==> config.mk <==
export PLATFORM = sky130hd
export DESIGN_NAME = aes_stream_host_flat
export DESIGN_NICKNAME = d
export VERILOG_FILES = /design/src/rtl/aes_host_pkg.sv /design/src/rtl/aes_stream_host_if.sv /design/src/rtl/aes_host_timer.sv /design/src/rtl/aes_stream_host.sv /design/src/flat_wrapper.sv
export SDC_FILE = /design/constraint.sdc
export NUM_CORES = 1
export LEC_CHECK = 0
export BUFFER_PORTS_ARGS = -buffer_cell sky130_fd_sc_hd__buf_4
export CORE_ASPECT_RATIO = 1.25
export CORE_MARGIN = 2
export CORE_UTILIZATION = 54
export CTS_CLUSTER_DIAMETER = 100
export DETAILED_ROUTE_END_ITERATION = 16
export HOLD_SLACK_MARGIN = 0.08
export PLACE_DENSITY = 0.85
export SLEW_MARGIN = 15
export SYNTH_ARGS = -nofsm -noshare
export SYNTH_HDL_FRONTEND = slang
export SYNTH_SLANG_ARGS = --single-unit
==> constraint.sdc <==
create_clock -name clk -period 3 [get_ports clk]
set_clock_uncertainty 0.1 [all_clocks]
set_input_delay 0.45 -clock clk [delete_from_list [all_inputs] [get_ports clk]]
set_output_delay 0.45 -clock clk [all_outputs]
set_load 0.05 [all_outputs]
==> src/rtl/aes_host_pkg.sv <==
// aes_host_pkg: shared types and defaults for the aes_block stream host.
// Holds the FSM state enum, default register map and a word selector.
package aes_host_pkg;

    typedef enum logic [2:0] {
        S_IDLE,
        S_WR,
        S_START,
        S_WAIT,
        S_RD,
        S_OUT
    } state_t;

    localparam logic [7:0]  ADDR_CTRL_DEF   = 8'h08;
    localparam logic [31:0] CTRL_NEXT_DEF   = 32'h0000_0002;
    localparam logic [7:0]  ADDR_BLOCK_DEF  = 8'h10;
    localparam logic [7:0]  ADDR_RESULT_DEF = 8'h30;

    // Word k of a block; word 0 is the most significant.
    function automatic logic [31:0] word_of(
        input logic [127:0] blk,
        input logic [1:0]   k
    );
        return blk[127 - 32 * int'(k) -: 32];
    endfunction

endpackage

==> src/rtl/aes_stream_host_if.sv <==
// aes_stream_host_if: input stream, output stream and aes_block bus.
// master = the host engine, slave = client, consumer and aes_block.
interface aes_stream_host_if;

    logic         in_valid;
    logic         in_ready;
    logic [127:0] in_block;
    logic         out_valid;
    logic         out_ready;
    logic [127:0] out_block;
    logic         aes_cs;
    logic         aes_we;
    logic [7:0]   aes_address;
    logic [31:0]  aes_wdata;
    logic [31:0]  aes_rdata;
    logic         aes_int;

    modport master (
        input  in_valid, in_block, out_ready, aes_rdata, aes_int,
        output in_ready, out_valid, out_block,
        output aes_cs, aes_we, aes_address, aes_wdata
    );

    modport slave (
        output in_valid, in_block, out_ready, aes_rdata, aes_int,
        input  in_ready, out_valid, out_block,
        input  aes_cs, aes_we, aes_address, aes_wdata
    );

endinterface

==> src/rtl/aes_host_timer.sv <==
// aes_host_timer: 16-bit clear/enable counter with terminal count.
// Ports: clk, reset_n, i_clr (sync clear), i_en (count), o_tc (at LIMIT-1).
module aes_host_timer #(
    parameter int unsigned LIMIT = 1024
) (
    input  logic clk,
    input  logic reset_n,
    input  logic i_clr,
    input  logic i_en,
    output logic o_tc
);

    localparam logic [15:0] TC = 16'(LIMIT - 1);

    logic [15:0] r_cnt;

    always_ff @(posedge clk or negedge reset_n) begin
        if (!reset_n) begin
            r_cnt <= '0;
        end else if (i_clr) begin
            r_cnt <= '0;
        end else if (i_en) begin
            r_cnt <= r_cnt + 16'd1;
        end
    end

    assign o_tc = (r_cnt == TC);

endmodule

==> src/rtl/aes_stream_host.sv <==
// aes_stream_host: writes a 128-bit block into aes_block, starts it,
// waits for aes_int, reads the result back and streams it out.
// Ports: clk, reset_n (async, active low), bus (streams + aes_block
// master port), busy (not idle), err (sticky timeout, cleared on accept).
module aes_stream_host
    import aes_host_pkg::*;
#(
    parameter logic [7:0]  ADDR_CTRL   = ADDR_CTRL_DEF,
    parameter logic [31:0] CTRL_NEXT   = CTRL_NEXT_DEF,
    parameter logic [7:0]  ADDR_BLOCK  = ADDR_BLOCK_DEF,
    parameter logic [7:0]  ADDR_RESULT = ADDR_RESULT_DEF,
    parameter int unsigned TIMEOUT     = 1024
) (
    input  logic              clk,
    input  logic              reset_n,
    aes_stream_host_if.master bus,
    output logic              busy,
    output logic              err
);

    state_t       r_state;
    state_t       w_next;
    logic [2:0]   r_idx;
    logic [2:0]   w_idx;
    logic [127:0] r_in;
    logic [127:0] r_res;
    logic [127:0] w_src;
    logic         r_err;
    logic         r_cs;
    logic         r_we;
    logic [7:0]   r_addr;
    logic [31:0]  r_wdata;
    logic         w_cs;
    logic         w_we;
    logic [7:0]   w_addr;
    logic [31:0]  w_wdata;
    logic         w_accept;
    logic         w_tmr_clr;
    logic         w_tmr_en;
    logic         w_tmr_tc;
    logic         w_timeout;

    assign w_accept  = (r_state == S_IDLE) && bus.in_valid;
    assign w_tmr_clr = (r_state == S_START);
    assign w_tmr_en  = (r_state == S_WAIT) && !bus.aes_int;
    assign w_timeout = w_tmr_en && w_tmr_tc;

    // Word 0 goes out on the accept edge, before r_in holds the block.
    assign w_src = (r_state == S_IDLE) ? bus.in_block : r_in;

    aes_host_timer #(
        .LIMIT (TIMEOUT)
    ) u_timer (
        .clk     (clk),
        .reset_n (reset_n),
        .i_clr   (w_tmr_clr),
        .i_en    (w_tmr_en),
        .o_tc    (w_tmr_tc)
    );

    // State and bus registers move together, so the bus shows the
    // strobe belonging to the current state.
    always_ff @(posedge clk or negedge reset_n) begin
        if (!reset_n) begin
            r_state <= S_IDLE;
            r_idx   <= '0;
            r_cs    <= 1'b0;
            r_we    <= 1'b0;
            r_addr  <= '0;
            r_wdata <= '0;
        end else begin
            r_state <= w_next;
            r_idx   <= w_idx;
            r_cs    <= w_cs;
            r_we    <= w_we;
            r_addr  <= w_addr;
            r_wdata <= w_wdata;
        end
    end

    always_comb begin
        w_next = r_state;
        w_idx  = r_idx;
        unique case (r_state)
            S_IDLE: begin
                if (w_accept) begin
                    w_next = S_WR;
                    w_idx  = '0;
                end
            end
            S_WR: begin
                if (r_idx == 3'd3) begin
                    w_next = S_START;
                    w_idx  = '0;
                end else begin
                    w_idx = r_idx + 3'd1;
                end
            end
            S_START: w_next = S_WAIT;
            S_WAIT: begin
                if (bus.aes_int) begin
                    w_next = S_RD;
                    w_idx  = '0;
                end else if (w_timeout) begin
                    w_next = S_IDLE;
                end
            end
            // idx 4 is the bus-idle cycle that captures the last word.
            S_RD: begin
                if (r_idx == 3'd4) begin
                    w_next = S_OUT;
                    w_idx  = '0;
                end else begin
                    w_idx = r_idx + 3'd1;
                end
            end
            S_OUT: begin
                if (bus.out_ready) begin
                    w_next = S_IDLE;
                end
            end
            default: w_next = S_IDLE;
        endcase
    end

    always_comb begin
        w_cs    = 1'b0;
        w_we    = 1'b0;
        w_addr  = '0;
        w_wdata = '0;
        unique case (w_next)
            S_WR: begin
                w_cs    = 1'b1;
                w_we    = 1'b1;
                w_addr  = ADDR_BLOCK + {5'd0, w_idx};
                w_wdata = word_of(w_src, w_idx[1:0]);
            end
            S_START: begin
                w_cs    = 1'b1;
                w_we    = 1'b1;
                w_addr  = ADDR_CTRL;
                w_wdata = CTRL_NEXT;
            end
            S_RD: begin
                if (w_idx != 3'd4) begin
                    w_cs   = 1'b1;
                    w_addr = ADDR_RESULT + {5'd0, w_idx};
                end
            end
            default: begin
                w_cs = 1'b0;
            end
        endcase
    end

    always_ff @(posedge clk or negedge reset_n) begin
        if (!reset_n) begin
            r_in  <= '0;
            r_res <= '0;
            r_err <= 1'b0;
        end else begin
            if (w_accept) begin
                r_in  <= bus.in_block;
                r_err <= 1'b0;
            end
            if (w_timeout) begin
                r_err <= 1'b1;
            end
            // aes_rdata lags its strobe by one cycle: word idx-1.
            if (r_state == S_RD) begin
                case (r_idx)
                    3'd1:    r_res[127:96] <= bus.aes_rdata;
                    3'd2:    r_res[95:64]  <= bus.aes_rdata;
                    3'd3:    r_res[63:32]  <= bus.aes_rdata;
                    3'd4:    r_res[31:0]   <= bus.aes_rdata;
                    default: r_res         <= r_res;
                endcase
            end
        end
    end

    assign bus.in_ready    = (r_state == S_IDLE);
    assign bus.out_valid   = (r_state == S_OUT);
    assign bus.out_block   = r_res;
    assign bus.aes_cs      = r_cs;
    assign bus.aes_we      = r_we;
    assign bus.aes_address = r_addr;
    assign bus.aes_wdata   = r_wdata;
    assign busy            = (r_state != S_IDLE);
    assign err             = r_err;

endmodule

==> src/flat_wrapper.sv <==
// flat-port wrapper written by rule: the top's interface ports become plain ports
module aes_stream_host_flat import aes_host_pkg::*;
#(
    parameter logic [7:0]  ADDR_CTRL   = ADDR_CTRL_DEF,
    parameter logic [31:0] CTRL_NEXT   = CTRL_NEXT_DEF,
    parameter logic [7:0]  ADDR_BLOCK  = ADDR_BLOCK_DEF,
    parameter logic [7:0]  ADDR_RESULT = ADDR_RESULT_DEF,
    parameter int unsigned TIMEOUT     = 1024
)
  (clk, reset_n, busy, err, bus_in_valid, bus_in_block, bus_out_ready, bus_aes_rdata, bus_aes_int, bus_in_ready, bus_out_valid, bus_out_block, bus_aes_cs, bus_aes_we, bus_aes_address, bus_aes_wdata);
  aes_stream_host_if bus_i ();
  input  logic clk;
  input  logic reset_n;
  output logic busy;
  output logic err;
  input wire logic [$bits(bus_i.in_valid)-1:0] bus_in_valid;
  input wire logic [$bits(bus_i.in_block)-1:0] bus_in_block;
  input wire logic [$bits(bus_i.out_ready)-1:0] bus_out_ready;
  input wire logic [$bits(bus_i.aes_rdata)-1:0] bus_aes_rdata;
  input wire logic [$bits(bus_i.aes_int)-1:0] bus_aes_int;
  output wire logic [$bits(bus_i.in_ready)-1:0] bus_in_ready;
  output wire logic [$bits(bus_i.out_valid)-1:0] bus_out_valid;
  output wire logic [$bits(bus_i.out_block)-1:0] bus_out_block;
  output wire logic [$bits(bus_i.aes_cs)-1:0] bus_aes_cs;
  output wire logic [$bits(bus_i.aes_we)-1:0] bus_aes_we;
  output wire logic [$bits(bus_i.aes_address)-1:0] bus_aes_address;
  output wire logic [$bits(bus_i.aes_wdata)-1:0] bus_aes_wdata;
  assign bus_i.in_valid = bus_in_valid;
  assign bus_i.in_block = bus_in_block;
  assign bus_i.out_ready = bus_out_ready;
  assign bus_i.aes_rdata = bus_aes_rdata;
  assign bus_i.aes_int = bus_aes_int;
  assign bus_in_ready = bus_i.in_ready;
  assign bus_out_valid = bus_i.out_valid;
  assign bus_out_block = bus_i.out_block;
  assign bus_aes_cs = bus_i.aes_cs;
  assign bus_aes_we = bus_i.aes_we;
  assign bus_aes_address = bus_i.aes_address;
  assign bus_aes_wdata = bus_i.aes_wdata;
  aes_stream_host #(.ADDR_CTRL(ADDR_CTRL), .CTRL_NEXT(CTRL_NEXT), .ADDR_BLOCK(ADDR_BLOCK), .ADDR_RESULT(ADDR_RESULT), .TIMEOUT(TIMEOUT)) u_core (.clk(clk), .reset_n(reset_n), .bus(bus_i), .busy(busy), .err(err));
endmodule
==> metrics.txt <==
measured slew at the worst slew-check pin=0.716 ns; global-route wire length before repair=66.2 mm; via/cell ratio=5.70; vias in the first global route=12,300; maximum capacitance violations=0; worst-case hold path end point=u_core.r_state[0]; number of cell instances on the worst register-to-register path=9; routed length per instance=21.5 microns; standard-cell row count=67; worst slack at placement=0.453 ns; critical setup path kind=reg -> out; area of placed instances=17,400 sq um; iteration count of the initial detailed-routing pass=8; ys async rst share=1.00; crit path launch type=flop; net count reported at finish=1,761; highest-delay cell along the critical path=sky130_fd_sc_hd__dfrtp_1; result of the run=complete, no violations; fin worst setup slack=0.126 ns; initial antenna violation count=7; met2 WL=20.9 mm; synthesis warning total=0; CP peak stage delay=0.55 ns; synth unique cells=57; type of the worst min-delay path=in -> reg; Total Wirelength=42.2 mm; top area cells in the synthesized netlist=sky130_fd_sc_hd__dfrtp_1 (55%), sky130_fd_sc_hd__mux2_2 (19%), sky130_fd_sc_hd__mux2i_1 (7.0%), sky130_fd_sc_hd__nand2_1 (3.8%), sky130_fd_sc_hd__a32o_1 (2.2%); area overhead of the layout relative to synthesis=37.7%; number of I/O pins=339; Met1 Wirelength=15.7 mm; dominant delay contributor by cell family on the critical path=buffers and inverters; IO Port Bufs=336; global-route usage over all layers=0.297; sum of negative setup slack=0 ns; residual DRC count=0; CP bufs+invs=2; maximum number of pins on one net before global-route repair=84; Inserted Clock Buffers=31; maximum clock rate=348 MHz; Max transition margin=0.523; setup slack, reg-to-reg=0.41 ns; initial drt markers=576; sequential area share after synthesis=0.549; grt ovf=0; final design instance area without fill=20,000 sq um; CP Capture Type=output port; worst path cell trace=nor3_4 > buf_6 > buf_4; placeable core region=26,700 sq um; part of the cycle the worst path needs=0.958; Antenna Nets Post-Route=0; number of H-tree branching levels=1; launching point of the worst reg2reg path=u_core.r_idx[0]; post-synthesis instance area=14,500 sq um; commonest non-fill, non-tap cells in the layout=sky130_fd_sc_hd__buf_4 (351), sky130_fd_sc_hd__dfrtp_1 (319), sky130_fd_sc_hd__mux2_2 (243), sky130_fd_sc_hd__dlygate4sd3_1 (161), sky130_fd_sc_hd__nand2_1 (148); global placement routability congestion=0.823; Leak=9.74 nW; highest ir drop seen on vdd=0.000758 V; biggest fanout along the worst timing path=64; Slew Viols, Final=0; TritonCTS clock tree=yes; number of enable-type register cells in the synthesized netlist=0; Clock transition at path regs=0.06 ns; Max Used Layer=met5; number of hold violations in the final report=0; signal arrival time at the worst endpoint=2.32 ns; final period demand of the worst path=2.87 ns; buffer cell driving the clock tree root=sky130_fd_sc_hd__clkbuf_16; worst hold path cell count=4; post-synthesis area per instance=13.2 sq um; maximum count of clock buffers along a single path=3; fraction of post-synthesis cell area in the top cell type by area=0.549; flops & latches, synth=319; Horiz. Die Dim=151 microns; Setup violations, final=0; largest area contributor in the netlist=sky130_fd_sc_hd__dfrtp_1; via count of the routed design=11,200; Data required, critical path=2.45 ns; share of cells above drive strength 1=0.437; launch instance of the worst min-delay path=bus_out_ready; worst skew pair latency=0.55 ns; RSZ-0062 raised after global routing=false; ratio of total power to cell area=1200 nW/um^2; CTS sink count=319; commonest register cell after synthesis=sky130_fd_sc_hd__dfrtp_1; Total Die Area=28,300 sq um; starting density of the core=0.545; number of standard cells after synthesis=1,102; critical register-to-register path endpoint=u_core.bus.aes_wdata[7]; Detailed Place HPWL=25.2 mm; Power, Total=0.0240 W; Met3 Routed Length=3.64 mm; die boundary height=187 microns; leading cell type in the layout, fill and taps excluded=sky130_fd_sc_hd__buf_4
tightest hold or removal path: stages:
cell and delay, ns:
sky130_fd_sc_hd__buf_4 0.12, sky130_fd_sc_hd__inv_1 0.04, sky130_fd_sc_hd__a21oi_1 0.05, sky130_fd_sc_hd__nand4_1 0.08
through the flow:
step	hold WS, ns	instances	utilization
finish	0.128	1963	0.751
global route	0.130	1962	0.751
CTS	0.105	1957	0.750
detailed placement	0.382	1740	0.652
global placement	0.366	1740	0.652
floorplan	0.0544	1103	-
sequential cells by signal, summed over array words and instances (netlist names):
name                    flops
u_core.bus.out_block      128
u_core.r_in               128
u_core.bus.aes_wdata       32
u_core.u_timer.r_cnt       16
u_core.bus.aes_address      6
u_core.r_idx                3
u_core.r_state              3
u_core.bus.aes_cs           1
u_core.bus.aes_we           1
u_core.err                  1
cell type report:
type	instances	area, sq um
diodes	6	15.0
clock buffers	45	898
clock inverters	11	109
fillers	1592	6650
inverters	14	70.1
multi-input cells	698	6010
flip-flops and latches	319	7980
well taps	345	432
repair buffers	525	4490
cells by family after synthesis:
kind of cell             after synthesis  synth area share
flip-flops                           319             0.549
other                                  1          0.000258
buffers and inverters                 86            0.0388
AO/OA/AOI/OAI                         57            0.0368
adder cells (fa/ha/maj)                7           0.00603
multiplexers                         359             0.270
AND/OR/NAND/NOR                      265            0.0938
XOR/XNOR                               8           0.00482
layer usage:
layer / vias up / global-route usage
met2: 549 / 0.504
met3: 169 / 0.0834
met5: - / 0
met4: 2 / 0.133
li1: 4870 / -
met1: 5603 / 0.350
how the worst max path moves through the flow:
stage	from	endpoint	cells after the start
after detailed placement	u_core.r_idx[0]	u_core.bus.aes_wdata[3]	9
after floorplan	u_core.r_idx[0]	u_core.bus.aes_wdata[15]	9
after global placement	u_core.r_idx[0]	u_core.bus.aes_wdata[11]	9
final	u_core.r_state[0]	bus_in_ready	3
after CTS	u_core.r_state[0]	bus_in_ready	3
after global routing	u_core.r_state[0]	bus_in_ready	3
report_power, final:
| part | internal (W) | leakage, nW | switching (W) |
|---|---|---|---|
| clock network | 0.00224 | 0.504 | 0.00165 |
| logic | 0.00523 | 5.28 | 0.00774 |
| registers | 0.00612 | 3.96 | 0.00106 |
synth_stat cells, types with 5 or more instances:
cell                       instances
sky130_fd_sc_hd__nand3_2          29
sky130_fd_sc_hd__a21oi_1           7
sky130_fd_sc_hd__nand3_1          37
sky130_fd_sc_hd__mux2_2          243
sky130_fd_sc_hd__and2_1            5
sky130_fd_sc_hd__mux2i_1         101
sky130_fd_sc_hd__a32o_1           32
sky130_fd_sc_hd__ha_1              7
sky130_fd_sc_hd__nor2_1           15
sky130_fd_sc_hd__or3_1             6
sky130_fd_sc_hd__inv_1            10
sky130_fd_sc_hd__dfrtp_1         319
sky130_fd_sc_hd__mux2_1           14
sky130_fd_sc_hd__clkbuf_1         12
sky130_fd_sc_hd__buf_2            36
sky130_fd_sc_hd__buf_6             8
sky130_fd_sc_hd__buf_4             8
sky130_fd_sc_hd__xnor2_1           6
sky130_fd_sc_hd__nand2_1         148
repair_timing:
action                                  in CTS  in global routing
resized for setup                            1                  0
hold endpoints to repair                   330                  0
endpoints found under the setup margin       1                  0
setup buffers                                0                  0
hold buffers                               161                  0
Note: power is estimated with default switching activity, not from simulation.
